`config.mk`:
```
export PLATFORM = sky130hd
export DESIGN_NAME = multicycle_control
export DESIGN_NICKNAME = d
export VERILOG_FILES = /design/src/rtl/multicycle_control.sv
export SDC_FILE = /design/constraint.sdc
export NUM_CORES = 1
export LEC_CHECK = 0
export CORE_AREA = 2 2 83 85
export CTS_CLUSTER_SIZE = 12
export DETAILED_ROUTE_END_ITERATION = 10
export DIE_AREA = 0 0 85 87
export GPL_TIMING_DRIVEN = 0
export PLACE_DENSITY = 0.68
export SYNTH_ARGS = -nofsm -noshare
export SYNTH_HDL_FRONTEND = slang
export SYNTH_SLANG_ARGS = --single-unit
```
`constraint.sdc`:
```
create_clock -name clk_i -period 3.3 [get_ports clk_i]
set_input_delay 0.825 -clock clk_i [delete_from_list [all_inputs] [get_ports clk_i]]
set_output_delay 0.825 -clock clk_i [all_outputs]
set_load 0.03 [all_outputs]
```
`src/rtl/multicycle_control.sv`:
```
// Multi-cycle RV32I control FSM: FETCH/DECODE/EXEC/MEM/WB sequencing, memory handshakes, retire counter.
// Define ILLEGAL_TRAP_EN to add the TRAP state with illegal_o / trap_ack_i; otherwise unknown opcodes retire as NOPs.
module multicycle_control #(
  parameter int ALU_OP_W    = 3,
  parameter int MEM_TIMEOUT = 0,
  parameter int RETIRE_W    = 32
) (
  input  logic                clk_i,
  input  logic                rst_n_i,
  input  logic [6:0]          opcode_i,
  input  logic                if_ready_i,
  input  logic                dm_ready_i,
`ifdef ILLEGAL_TRAP_EN
  input  logic                trap_ack_i,
  output logic                illegal_o,
`endif
  output logic                if_req_o,
  output logic                ir_write_o,
  output logic                pc_write_o,
  output logic                reg_write_o,
  output logic [ALU_OP_W-1:0] alu_op_o,
  output logic                alu_src_o,
  output logic                alu_data1_o,
  output logic                mem_write_o,
  output logic                mem_read_o,
  output logic                mem_to_reg_o,
  output logic                branch_o,
  output logic                jump_o,
  output logic                bus_err_o,
  output logic [RETIRE_W-1:0] retired_o
);

  localparam logic [6:0] OP_R     = 7'b0110011;
  localparam logic [6:0] OP_I     = 7'b0010011;
  localparam logic [6:0] OP_LOAD  = 7'b0000011;
  localparam logic [6:0] OP_STORE = 7'b0100011;
  localparam logic [6:0] OP_BR    = 7'b1100011;
  localparam logic [6:0] OP_JAL   = 7'b1101111;
  localparam logic [6:0] OP_JALR  = 7'b1100111;
  localparam logic [6:0] OP_LUI   = 7'b0110111;
  localparam logic [6:0] OP_AUIPC = 7'b0010111;

  localparam int WC_W = (MEM_TIMEOUT > 1) ? $clog2(MEM_TIMEOUT) : 1;
  localparam logic [WC_W-1:0] TO_LAST = WC_W'((MEM_TIMEOUT > 0) ? MEM_TIMEOUT - 1 : 0);

  typedef enum logic [2:0] {S_FETCH, S_DECODE, S_EXEC, S_MEM, S_WB, S_TRAP} state_t;

  function automatic logic op_known(input logic [6:0] op);
    case (op)
      OP_R, OP_I, OP_LOAD, OP_STORE, OP_BR,
      OP_JAL, OP_JALR, OP_LUI, OP_AUIPC: return 1'b1;
      default:                           return 1'b0;
    endcase
  endfunction

  state_t              state_q, state_d;
  logic [6:0]          opc_q, opc_d;
  logic [WC_W-1:0]     wait_cnt_q, wait_cnt_d;
  logic                bus_err_q, bus_err_d;
  logic [RETIRE_W-1:0] retired_q, retired_d;
  logic                if_req_q, if_req_d;
  logic                pc_write_q, pc_write_d;
  logic                reg_write_q, reg_write_d;
  logic [2:0]          alu_op_q, alu_op_d;
  logic                alu_src_q, alu_src_d;
  logic                alu_data1_q, alu_data1_d;
  logic                mem_write_q, mem_write_d;
  logic                mem_read_q, mem_read_d;
  logic                mem_to_reg_q, mem_to_reg_d;
  logic                branch_q, branch_d;
  logic                jump_q, jump_d;
  logic                illegal_q, illegal_d;

  logic timeout_hit, waiting, fetch_abort, retire, trap_done;

  // Handshake-qualified strobes follow the ready input in the same cycle; everything else is a flop.
  assign retire = pc_write_q | (mem_write_q & dm_ready_i);
`ifdef ILLEGAL_TRAP_EN
  assign trap_done = illegal_q & trap_ack_i;
  assign illegal_o = illegal_q;
`else
  assign trap_done = 1'b0;
`endif

  always_comb begin
    state_d     = state_q;
    opc_d       = opc_q;
    bus_err_d   = bus_err_q;
    waiting     = 1'b0;
    fetch_abort = 1'b0;
    timeout_hit = (MEM_TIMEOUT > 0) && (wait_cnt_q == TO_LAST);

    case (state_q)
      S_FETCH: begin
        // The first FETCH cycle after reset or an abandoned fetch only launches the request.
        if (if_req_q) begin
          if (if_ready_i) begin
            state_d = S_DECODE;
          end else if (timeout_hit) begin
            bus_err_d   = 1'b1;
            fetch_abort = 1'b1;
          end else begin
            waiting = 1'b1;
          end
        end
      end
      S_DECODE: begin
        opc_d = opcode_i;
        if (op_known(opcode_i)) begin
          state_d = S_EXEC;
        end else begin
`ifdef ILLEGAL_TRAP_EN
          state_d = S_TRAP;
`else
          state_d = S_WB;
`endif
        end
      end
      S_EXEC: begin
        if (opc_q == OP_BR) begin
          state_d = S_FETCH;
        end else if (opc_q == OP_LOAD || opc_q == OP_STORE) begin
          state_d = S_MEM;
        end else begin
          state_d = S_WB;
        end
      end
      S_MEM: begin
        if (dm_ready_i) begin
          state_d = (opc_q == OP_STORE) ? S_FETCH : S_WB;
        end else if (timeout_hit) begin
          bus_err_d = 1'b1;
          state_d   = S_FETCH;
        end else begin
          waiting = 1'b1;
        end
      end
      S_WB: state_d = S_FETCH;
      S_TRAP: begin
`ifdef ILLEGAL_TRAP_EN
        if (trap_ack_i) state_d = S_FETCH;
`else
        state_d = S_FETCH;
`endif
      end
      default: state_d = S_FETCH;
    endcase

    wait_cnt_d = waiting ? wait_cnt_q + WC_W'(1) : '0;
    retired_d  = retired_q + RETIRE_W'(retire);

    // Registered controls describe the state being entered, so they are valid for its whole cycle.
    if_req_d     = (state_d == S_FETCH) && !fetch_abort;
    pc_write_d   = (state_d == S_WB) || (state_d == S_EXEC && opc_d == OP_BR);
    reg_write_d  = (state_d == S_WB) && op_known(opc_d);
    mem_to_reg_d = (state_d == S_WB) && (opc_d == OP_LOAD);
    jump_d       = (state_d == S_WB) && (opc_d == OP_JAL || opc_d == OP_JALR);
    mem_read_d   = (state_d == S_MEM) && (opc_d == OP_LOAD);
    mem_write_d  = (state_d == S_MEM) && (opc_d == OP_STORE);
    branch_d     = (state_d == S_EXEC) && (opc_d == OP_BR);
    illegal_d    = (state_d == S_TRAP);

    alu_op_d    = 3'b000;
    alu_src_d   = 1'b0;
    alu_data1_d = 1'b0;
    if (state_d == S_EXEC) begin
      case (opc_d)
        OP_R:                        alu_op_d = 3'b010;
        OP_I:              begin alu_op_d = 3'b011; alu_src_d = 1'b1; end
        OP_BR:                       alu_op_d = 3'b001;
        OP_LUI:            begin alu_op_d = 3'b100; alu_src_d = 1'b1; end
        OP_AUIPC, OP_JAL:  begin alu_src_d = 1'b1; alu_data1_d = 1'b1; end
        OP_LOAD, OP_STORE, OP_JALR:  alu_src_d = 1'b1;
        default: ;
      endcase
    end
  end

  always_ff @(posedge clk_i or negedge rst_n_i) begin
    if (!rst_n_i) begin
      state_q      <= S_FETCH;
      opc_q        <= '0;
      wait_cnt_q   <= '0;
      bus_err_q    <= 1'b0;
      retired_q    <= '0;
      if_req_q     <= 1'b0;
      pc_write_q   <= 1'b0;
      reg_write_q  <= 1'b0;
      alu_op_q     <= '0;
      alu_src_q    <= 1'b0;
      alu_data1_q  <= 1'b0;
      mem_write_q  <= 1'b0;
      mem_read_q   <= 1'b0;
      mem_to_reg_q <= 1'b0;
      branch_q     <= 1'b0;
      jump_q       <= 1'b0;
      illegal_q    <= 1'b0;
    end else begin
      state_q      <= state_d;
      opc_q        <= opc_d;
      wait_cnt_q   <= wait_cnt_d;
      bus_err_q    <= bus_err_d;
      retired_q    <= retired_d;
      if_req_q     <= if_req_d;
      pc_write_q   <= pc_write_d;
      reg_write_q  <= reg_write_d;
      alu_op_q     <= alu_op_d;
      alu_src_q    <= alu_src_d;
      alu_data1_q  <= alu_data1_d;
      mem_write_q  <= mem_write_d;
      mem_read_q   <= mem_read_d;
      mem_to_reg_q <= mem_to_reg_d;
      branch_q     <= branch_d;
      jump_q       <= jump_d;
      illegal_q    <= illegal_d;
    end
  end

  assign if_req_o     = if_req_q;
  assign ir_write_o   = if_req_q & if_ready_i;
  assign pc_write_o   = retire | trap_done;
  assign reg_write_o  = reg_write_q;
  assign alu_op_o     = ALU_OP_W'(alu_op_q);
  assign alu_src_o    = alu_src_q;
  assign alu_data1_o  = alu_data1_q;
  assign mem_write_o  = mem_write_q;
  assign mem_read_o   = mem_read_q;
  assign mem_to_reg_o = mem_to_reg_q;
  assign branch_o     = branch_q;
  assign jump_o       = jump_q;
  assign bus_err_o    = bus_err_q;
  assign retired_o    = retired_q;

endmodule

```
Yosys cells after proc, flatten, opt, wreduce, memory -nomap -nowiden
Cells that the tools add are included.

Add/sub/neg operators: 1. Eq/ne operators: 27. Multiplexer cells: 18. Bitwise logic cells: 3. Reductions and logical operators: 15.

Operator list (number): 7-bit by 6-bit equality test with 1-bit output, second input constant (7); 7-bit equality test, second input constant (7); 32-bit by 1-bit adder with 32-bit output (1); 7-bit by 5-bit equality test with 1-bit output, second input constant (4); 3-bit two-way mux (8); 3-bit case mux with 4 select lines (2); 7-bit by 2-bit equality test with 1-bit output, second input constant (3); 9-bit OR reduction (2); 3-bit by 2-bit equality test with 1-bit output, second input constant (4); 1-bit two-way mux (7); 7-bit two-way mux (1); 7-bit OR reduction (1); 1-bit logical AND (6); 3-bit zero test (2); 3-bit by 1-bit equality test with 1-bit output, second input constant (1); 3-bit equality test, second input constant (1); 1-bit logical OR (3); 1-bit AND (2); 2-bit OR reduction (1); 1-bit bitwise OR (1).

Register bits: 55. Output and inout port bits: 47. Word-level logic and storage cells: 78.

Longest topological paths before layout
Gate-level depths: netlist of run 1.

Depth after elaboration: 9. Gate-level depth with buffers: 9. Gate-level depth less buffers: 7.

Least setup slack after synthesis of run 1
No wires, ideal clock.

Path type: in2reg. Start: in dm_ready_i. End: reg retired_q[12] (netlist: retired_o[12]). Arrival time: 2.377 ns. Data required time: 3.165 ns. Path slack: 0.788 ns. Stages: 9. Path buffers: 2. Cells stage by stage: a21o_1 -> ha_1 -> ha_1 -> and4_1 -> buf_2 -> and3_1 -> buf_2 -> nand3_1 -> xnor2_1.

Word-level cells in the longest chain between the ends: 3.

Ends and longest elaborated chain: start: declaration (RTL line 12) `input logic dm_ready_i,`; 1-bit AND (RTL line 77) `assign retire = pc_write_q | (mem_write_q & dm_ready_i);`; 1-bit bitwise OR (RTL line 77); 32-bit by 1-bit adder with 32-bit output (RTL line 150) `retired_d = retired_q + RETIRE_W'(retire);`; via retired_d[12] (RTL line 60) `logic [RETIRE_W-1:0] retired_q, retired_d;`; end signal: assignment (RTL line 203) `retired_q <= retired_d;`; end: declaration (RTL line 60).

The timed path passes the listed nets, and every way through them passes these cells.

Final worst setup path of run 1
Start: in dm_ready_i. End: out pc_write_o.

Word-level cells in the longest chain between the ends: 2.

Ends and longest elaborated chain: 1-bit AND (RTL line 77); 1-bit bitwise OR (RTL line 77); end: declaration (RTL line 19) `output logic pc_write_o,`.

No other way between the ends.

==> flow_summary.toml, run 1 <==
[final_layout]
final_util_pct = 50.61
area_delta_synth_final_pct = 29.86
instances_no_fill = 369
antenna_cells = 0
drive_gt1_share_pct = 10.38
final_nets = 301
mostFrequentLayoutCells = "55 x dfrtp_1, 55 x clkdlybuf4s50_1, 26 x xnor2_1"
postLayoutCellArea_mm2 = 0.003324

[sta]
hold_violations = 0
timing.final.crit_share_pct = 89.68
finalMaxSlewViolations = 0
finalCriticalPeriod_ps = 2959
fin_tns_setup_ps = 0
max-slew-margin-rel_pct = 55.07
rsz0062_at_grt = "no"
fin_skew_ps = 9.226
tightest_slew_ps = 667.8
setup_viol = 0
max_freq_ghz = 0.3379

[placement]
io_buffers = 56
place_area_mm2 = 0.003236
gp_congestion = 0.8105
hpwl_um = 3745
placed_cells = 361

[synthesis]
yosys_most_used_dff = "dfrtp_1"
synth_edf_count = 0
synth_cells = 224
syn-num-nets = 237
synth_cell_types = 49
yosysTopAreaCellShare_pct = 53.76
ys_ff_latch = 55
async_reset_ff_share_pct = 100.0
yosysTopAreaCell = "dfrtp_1"
synth-seq-area-share_pct = 53.76
post_synth.cell_area_avg_um2 = 11.43
synthTopCellsByArea = "dfrtp_1 54%, xnor2_1 8.9%, nand4_1 3.2%"
synth.cell_area_mm2 = 0.002560
yosys_warnings = 0

[die]
core_area_mm2 = 0.006569
io_pins = 58
die_y_um = 87
row_count = 30
start_util_pct = 38.97
die_w_um = 85
die_area_mm2 = 0.007395

[detailed_routing]
drc = 0
drt_iter0_drc = 55
dr.pass1.iters = 5
viasPerCell = 5.173
routed_wl_um = 5032
vias = 1909
antenna_left = 0
routedWlPerCell_um = 13.64

[clocking]
clkSlewWorstSetupHoldPaths_ps = 90
clockBufferDepth = 2
cts_tree = "done"
cts_max_level = 2
numCtsBuffers = 5
cts_hold_buf = 0
clock_tree.root_cell = "clkbuf_8"
ctsResizeCount = 0
postCtsSetupBuffers = 0
clock_latency_ps = 310
cts.sinks = 55

[worst_setup_path]
r2r-start = "mem_write_o"
crit_path_start = "dm_ready_i"
cp_data_arrival_time_ps = 2130
crit_end = "pc_write_o"
required_ps = 2470
r2r_slack_ps = 1300
critical_path_class = "in -> out"
endpoint_kind = "output port"
crit_fanout = 2
r2r-end = "retired_o[12]"
rr_worst_depth = 9
worst_setup_path_start_kind = "input port"

[power_and_ir_drop]
ir_drop_mv = 0.3042
power_mw = 1.804
p_leak_nw = 1.431
power_density_mw_per_mm2 = 542.6

[grt]
grt_max_degree = 30
grt_use_total_pct = 14.18
grt_pass1_vias = 1830
antenna_found_initial = 0
grt_pass1_wl_um = 8493
grt_overflow = 0

[hold_path]
min_path_type = "reg -> reg"

[outcome]
outcome = "finished, final reports clean"

[job]
drv_cap = 0
[routing by layer]
metal  up-vias  wire length (um)  global-route usage (%)  part of all wire, %
met5         -                 0                       0                    0
met4         0                85                   5.195                  1.7
met3        10               222                   3.223                  4.4
met2        48              2467                   24.08                   49
met1       928              2257                   17.75                   45
li1        923                 -                       -                    -
[through the flow]
stage / hold slack [ps] / setup WS [ps]
2_1_floorplan: 489.8 / 788.0
3_3_place_gp: 461.0 / -236.9
3_5_place_dp: 466.1 / 310.8
4_1_cts: 479.9 / 322.4
5_1_grt: 509.1 / 295.3
6_report: 472.5 / 340.6
[logic make-up after synthesis]
| group | count (synthesis) | share of synthesized area (%) |
|---|---|---|
| buffers and inverters | 12 | 2.492 |
| other | 1 | 0.1465 |
| flip-flops | 55 | 53.76 |
| adder cells (fa/ha/maj) | 3 | 1.368 |
| XOR/XNOR | 30 | 10.26 |
| multiplexers | 8 | 3.372 |
| AO/OA/AOI/OAI | 25 | 7.234 |
| AND/OR/NAND/NOR | 90 | 21.36 |
[cells in the mapped netlist (4+ instances only)]
library cell and instances:
dfrtp_1 55, xnor2_1 26, nand2_1 15, nand4_1 13
nand3_1 12, nor2_1 9, a21oi_1 8, and3_1 8
nor2b_1 6, inv_1 5, mux2_2 5, and4_1 4
xor2_1 4
[critical path: stages]
cell and delay (ps):
clkdlybuf4s50_1 500, a21o_1 150, clkdlybuf4s50_1 670
[final cells by class]
cell class | instances | area, um^2
Multi-Input combinational cell | 157 | 1120
Timing Repair Buffer | 57 | 575.6
Buffer | 7 | 45.04
Clock buffer | 5 | 68.82
Sequential cell | 55 | 1376
Fill cell | 593 | 3244
Inverter | 5 | 18.77
Tap cell | 80 | 100.1
Clock inverter | 3 | 20.02
[sequential cells by signal, indices dropped and copies added, names as in the netlist]
register,count
mem_to_reg_o,1
pc_write_q,1
branch_o,1
mem_read_o,1
state_q,3
reg_write_o,1
mem_write_o,1
jump_o,1
retired_o,32
alu_op_o,3
alu_data1_o,1
alu_src_o,1
if_req_o,1
opc_q,7
[how the worst min path moves through the flow]
stage,start,end,slack [ps],depth (start not counted)
3_3_place_gp,retired_o[31],retired_o[31],460,1
6_report,retired_o[31],retired_o[31],470,1
4_1_cts,retired_o[31],retired_o[31],480,1
5_1_grt,retired_o[31],retired_o[31],510,1
2_1_floorplan,state_q[2],state_q[0],490,1
3_5_place_dp,retired_o[31],retired_o[31],470,1
[power by group]
group          switching, mW  internal (mW)
Combinational          0.312          0.249
Clock                  0.216          0.148
Sequential             0.107          0.772
Total                  0.635           1.17
Note: power is estimated with default switching activity, not from simulation.
==> run 2, diff against run 1 <==
ABC_AREA = 1   (was unset)
CORE_AREA = 2 2 85 87   (was 2 2 83 85)
DIE_AREA = 0 0 87 89   (was 0 0 85 87)
PLACE_DENSITY = 0.7   (was 0.68)
clock period = 2.45 ns   (was 3.3 ns; I/O delays follow)
==> run 2 against run 1 <==
  * Clock skew decreased by 2.0 ps
  * Final cell count increased by 24%
  * Non-clock buffer count decreased by 4
  * Critical path depth increased by 7
  * Synthesized area increased by 3.9%
  * Critical path type is now in -> reg
  * Critical endpoint is now retired_o[23]
==> flow_summary.toml, run 2 <==
[clocking]
cts_hold_buf = 0
clock_latency_ps = 300
cts.sinks = 55
numCtsBuffers = 5
clockBufferDepth = 2
cts_max_level = 2
clkSlewWorstSetupHoldPaths_ps = 100
clock_tree.root_cell = "clkbuf_8"
cts_tree = "done"

[detailed_routing]
routed_wl_um = 5993
drc = 0
drt_iter0_drc = 94
routedWlPerCell_um = 13.11
antenna_left = 0
viasPerCell = 5.002
dr.pass1.iters = 5
vias = 2286

[synthesis]
syn-num-nets = 324
synth_cell_types = 25
yosysTopAreaCell = "dfrtp_1"
ys_ff_latch = 55
synth_cells = 311
synthMostInstantiatedCell = "nand2_1"
post_synth.cell_area_avg_um2 = 8.549
synthTopCellsByCount = "70 x nand2_1, 55 x dfrtp_1, 38 x nor2_1, 30 x nand3_1, 27 x inv_1"
async_reset_ff_share_pct = 100.0
synth.cell_area_mm2 = 0.002659
yosysTopAreaCellShare_pct = 51.76
yosys_warnings = 0
yosys_most_used_dff = "dfrtp_1"
synthTopCellsByArea = "dfrtp_1 52%, nand2_1 9.9%, nand3_1 5.6%"
synth-seq-area-share_pct = 51.76
synth_edf_count = 0

[final_layout]
mostFrequentLayoutCells = "70 x nand2_1, 55 x dfrtp_1, 53 x clkdlybuf4s50_1"
drive_gt1_share_pct = 8.488
antenna_cells = 0
final_nets = 389
multiInputGateArea_mm2 = 0.001217
largest_register_ffs = 32
fillers = 616
regArea_mm2 = 0.001376
area_delta_synth_final_pct = 31.06
layout_commonest_cell = "nand2_1"

[sta]
fin_tns_setup_ps = 0
setup_viol = 0
fin_skew_ps = 7.233
finalCriticalPeriod_ps = 2322
max_freq_ghz = 0.4307
timing.final.crit_share_pct = 94.77
max-slew-margin-rel_pct = 60.43
finalMaxSlewViolations = 0
tightest_slew_ps = 593.6
hold_violations = 0

[grt]
grt_use_total_pct = 16.00
grt_pass1_wl_um = 9680
grt_pass1_vias = 2129
antenna_found_initial = 0
grt_max_degree = 31
grt_overflow = 0

[power_and_ir_drop]
power_density_mw_per_mm2 = 752.9
p_leak_nw = 1.591
p_int_mw = 1.567
swShare_pct = 40.28
p_clk_share_pct = 18.8
power_frac_comb_pct = 35.7
power_mw = 2.624
ir_drop_mv = 0.6542
seqPwrFrac_pct = 45.4
power.switching_mw = 1.057

[placement]
hpwl_um = 4713
io_buffers = 56
gp_congestion = 0.8819

[die]
die_w_um = 87
io_pins = 58
row_count = 30
die_y_um = 89
die_area_mm2 = 0.007743
core_area_mm2 = 0.006719
start_util_pct = 39.57

[worst_setup_path]
critical_path_class = "in -> reg"
required_ps = 2680
cp_data_arrival_time_ps = 2550
worst_setup_path_start_kind = "input port"
r2r-end = "retired_o[23]"
crit_fanout = 4
crit_slowest_cell = "clkdlybuf4s50_1"
rr_worst_depth = 9
endpoint_kind = "flop"
max_stage_delay_ps = 530
r2r-start = "mem_write_o"
crit_top_cell = "nor2_1"
r2r_slack_ps = 630
worstPathCellList = "clkdlybuf4s50_1 -> a21o_1 -> ha_2 -> nand3_2 -> nor2_2 -> nand2_1 -> nor2_1 -> nand3_1 -> nor2_1 -> xor2_1"

[outcome]
outcome = "finished, final reports clean"

[hold_path]
min_path_type = "in -> async"

[job]
drv_cap = 0
-- run 2: changes by cell type in the layout (fill, tap and decap cells not counted), moves of 4 or more --
cell	delta
nand2_1	+55
nor2_1	+26
inv_1	+22
nor3_1	+20
nand3_1	+15
xnor2_1	-13
xor2_1	+13
and3_1	-8
nor2b_1	-6
a21oi_1	-5
mux2_2	-5
and4_1	-4
nand2_2	+4
-- run 2: worst max path at each step --
stage | startpoint | endpoint | slack, ps | depth (start not counted)
after floorplan | dm_ready_i | retired_o[16] | 180 | 9
after global placement | rst_n_i | alu_src_o | -840 | 1
after detailed placement | dm_ready_i | retired_o[16] | -470 | 10
after CTS | dm_ready_i | retired_o[30] | 10 | 10
after global routing | dm_ready_i | retired_o[23] | -8 | 10
final | dm_ready_i | retired_o[23] | 130 | 10
-- run 2: layout make-up --
type	instances	area share, %
Inverter	30	3.232
Multi-Input combinational cell	224	34.94
Clock buffer	6	2.083
Buffer	2	0.3591
Timing Repair Buffer	58	16.66
Clock inverter	2	0.3591
Tap cell	80	2.873
Sequential cell	55	39.50
-- run 2: routing by layer --
layer,GRT usage (%),wire (um),up-vias,part of all wire (%)
met3,3.047,321,8,5.4
met5,0,0,-,0
met4,6.108,99,0,1.7
met1,19.35,2582,1062,43
met2,28.31,2990,82,50
li1,-,-,1134,-
-- run 2: kinds of logic (layout without fill, tap and decap cells) --
family	after synthesis	count (layout)	share of synthesized area, %
AND/OR/NAND/NOR	184	184	31.06
flip-flops	55	55	51.76
buffers and inverters	32	98	4.706
XOR/XNOR	30	30	9.882
AO/OA/AOI/OAI	7	7	1.505
adder cells (fa/ha/maj)	2	2	0.9410
other	1	1	0.1410
-- run 2: power groups by stage --
stage	combinational, mW	sequential [mW]	clock (mW)
after global placement	0.896	1.19	0
after floorplan	0.515	1.28	0
final	0.937	1.19	0.494
after CTS	0.922	1.18	0.514
after global routing	1.03	1.21	0.548
after detailed placement	0.925	1.20	0
-- run 2: what timing repair did --
action,in CTS,in global routing
endpoints found under the setup margin,6,8
gates resized for setup,6,9
cloned,0,0
pin swaps,0,1
buffers inserted,0,1
-- run 2: through the flow --
| stage | utilization [%] | instances | cell area [um^2] | worst slack (ps) | hold WS (ps) |
|---|---|---|---|---|---|
| after CTS | 51.04 | 456 | 3430 | 14.12 | 310.2 |
| after floorplan | - | 311 | 2659 | 179.8 | 316.9 |
| after global routing | 51.86 | 457 | 3485 | -8.446 | 337.1 |
| after global placement | 49.40 | 447 | 3319 | -843.3 | 461.1 |
| after detailed placement | 49.63 | 448 | 3334 | -469.9 | 468.0 |
| final | 51.86 | 457 | 3485 | 128.2 | 298.7 |
-- run 2: worst max-delay path, delay by kind of cell --
kind / cells / cell delay (ps)
AOI/OAI and AO/OA: 1 / 150
adders and majority gates: 1 / 230
buffers and inverters: 1 / 530
xor gates and xnor gates: 1 / 170
and+or+nand+nor: 6 / 850
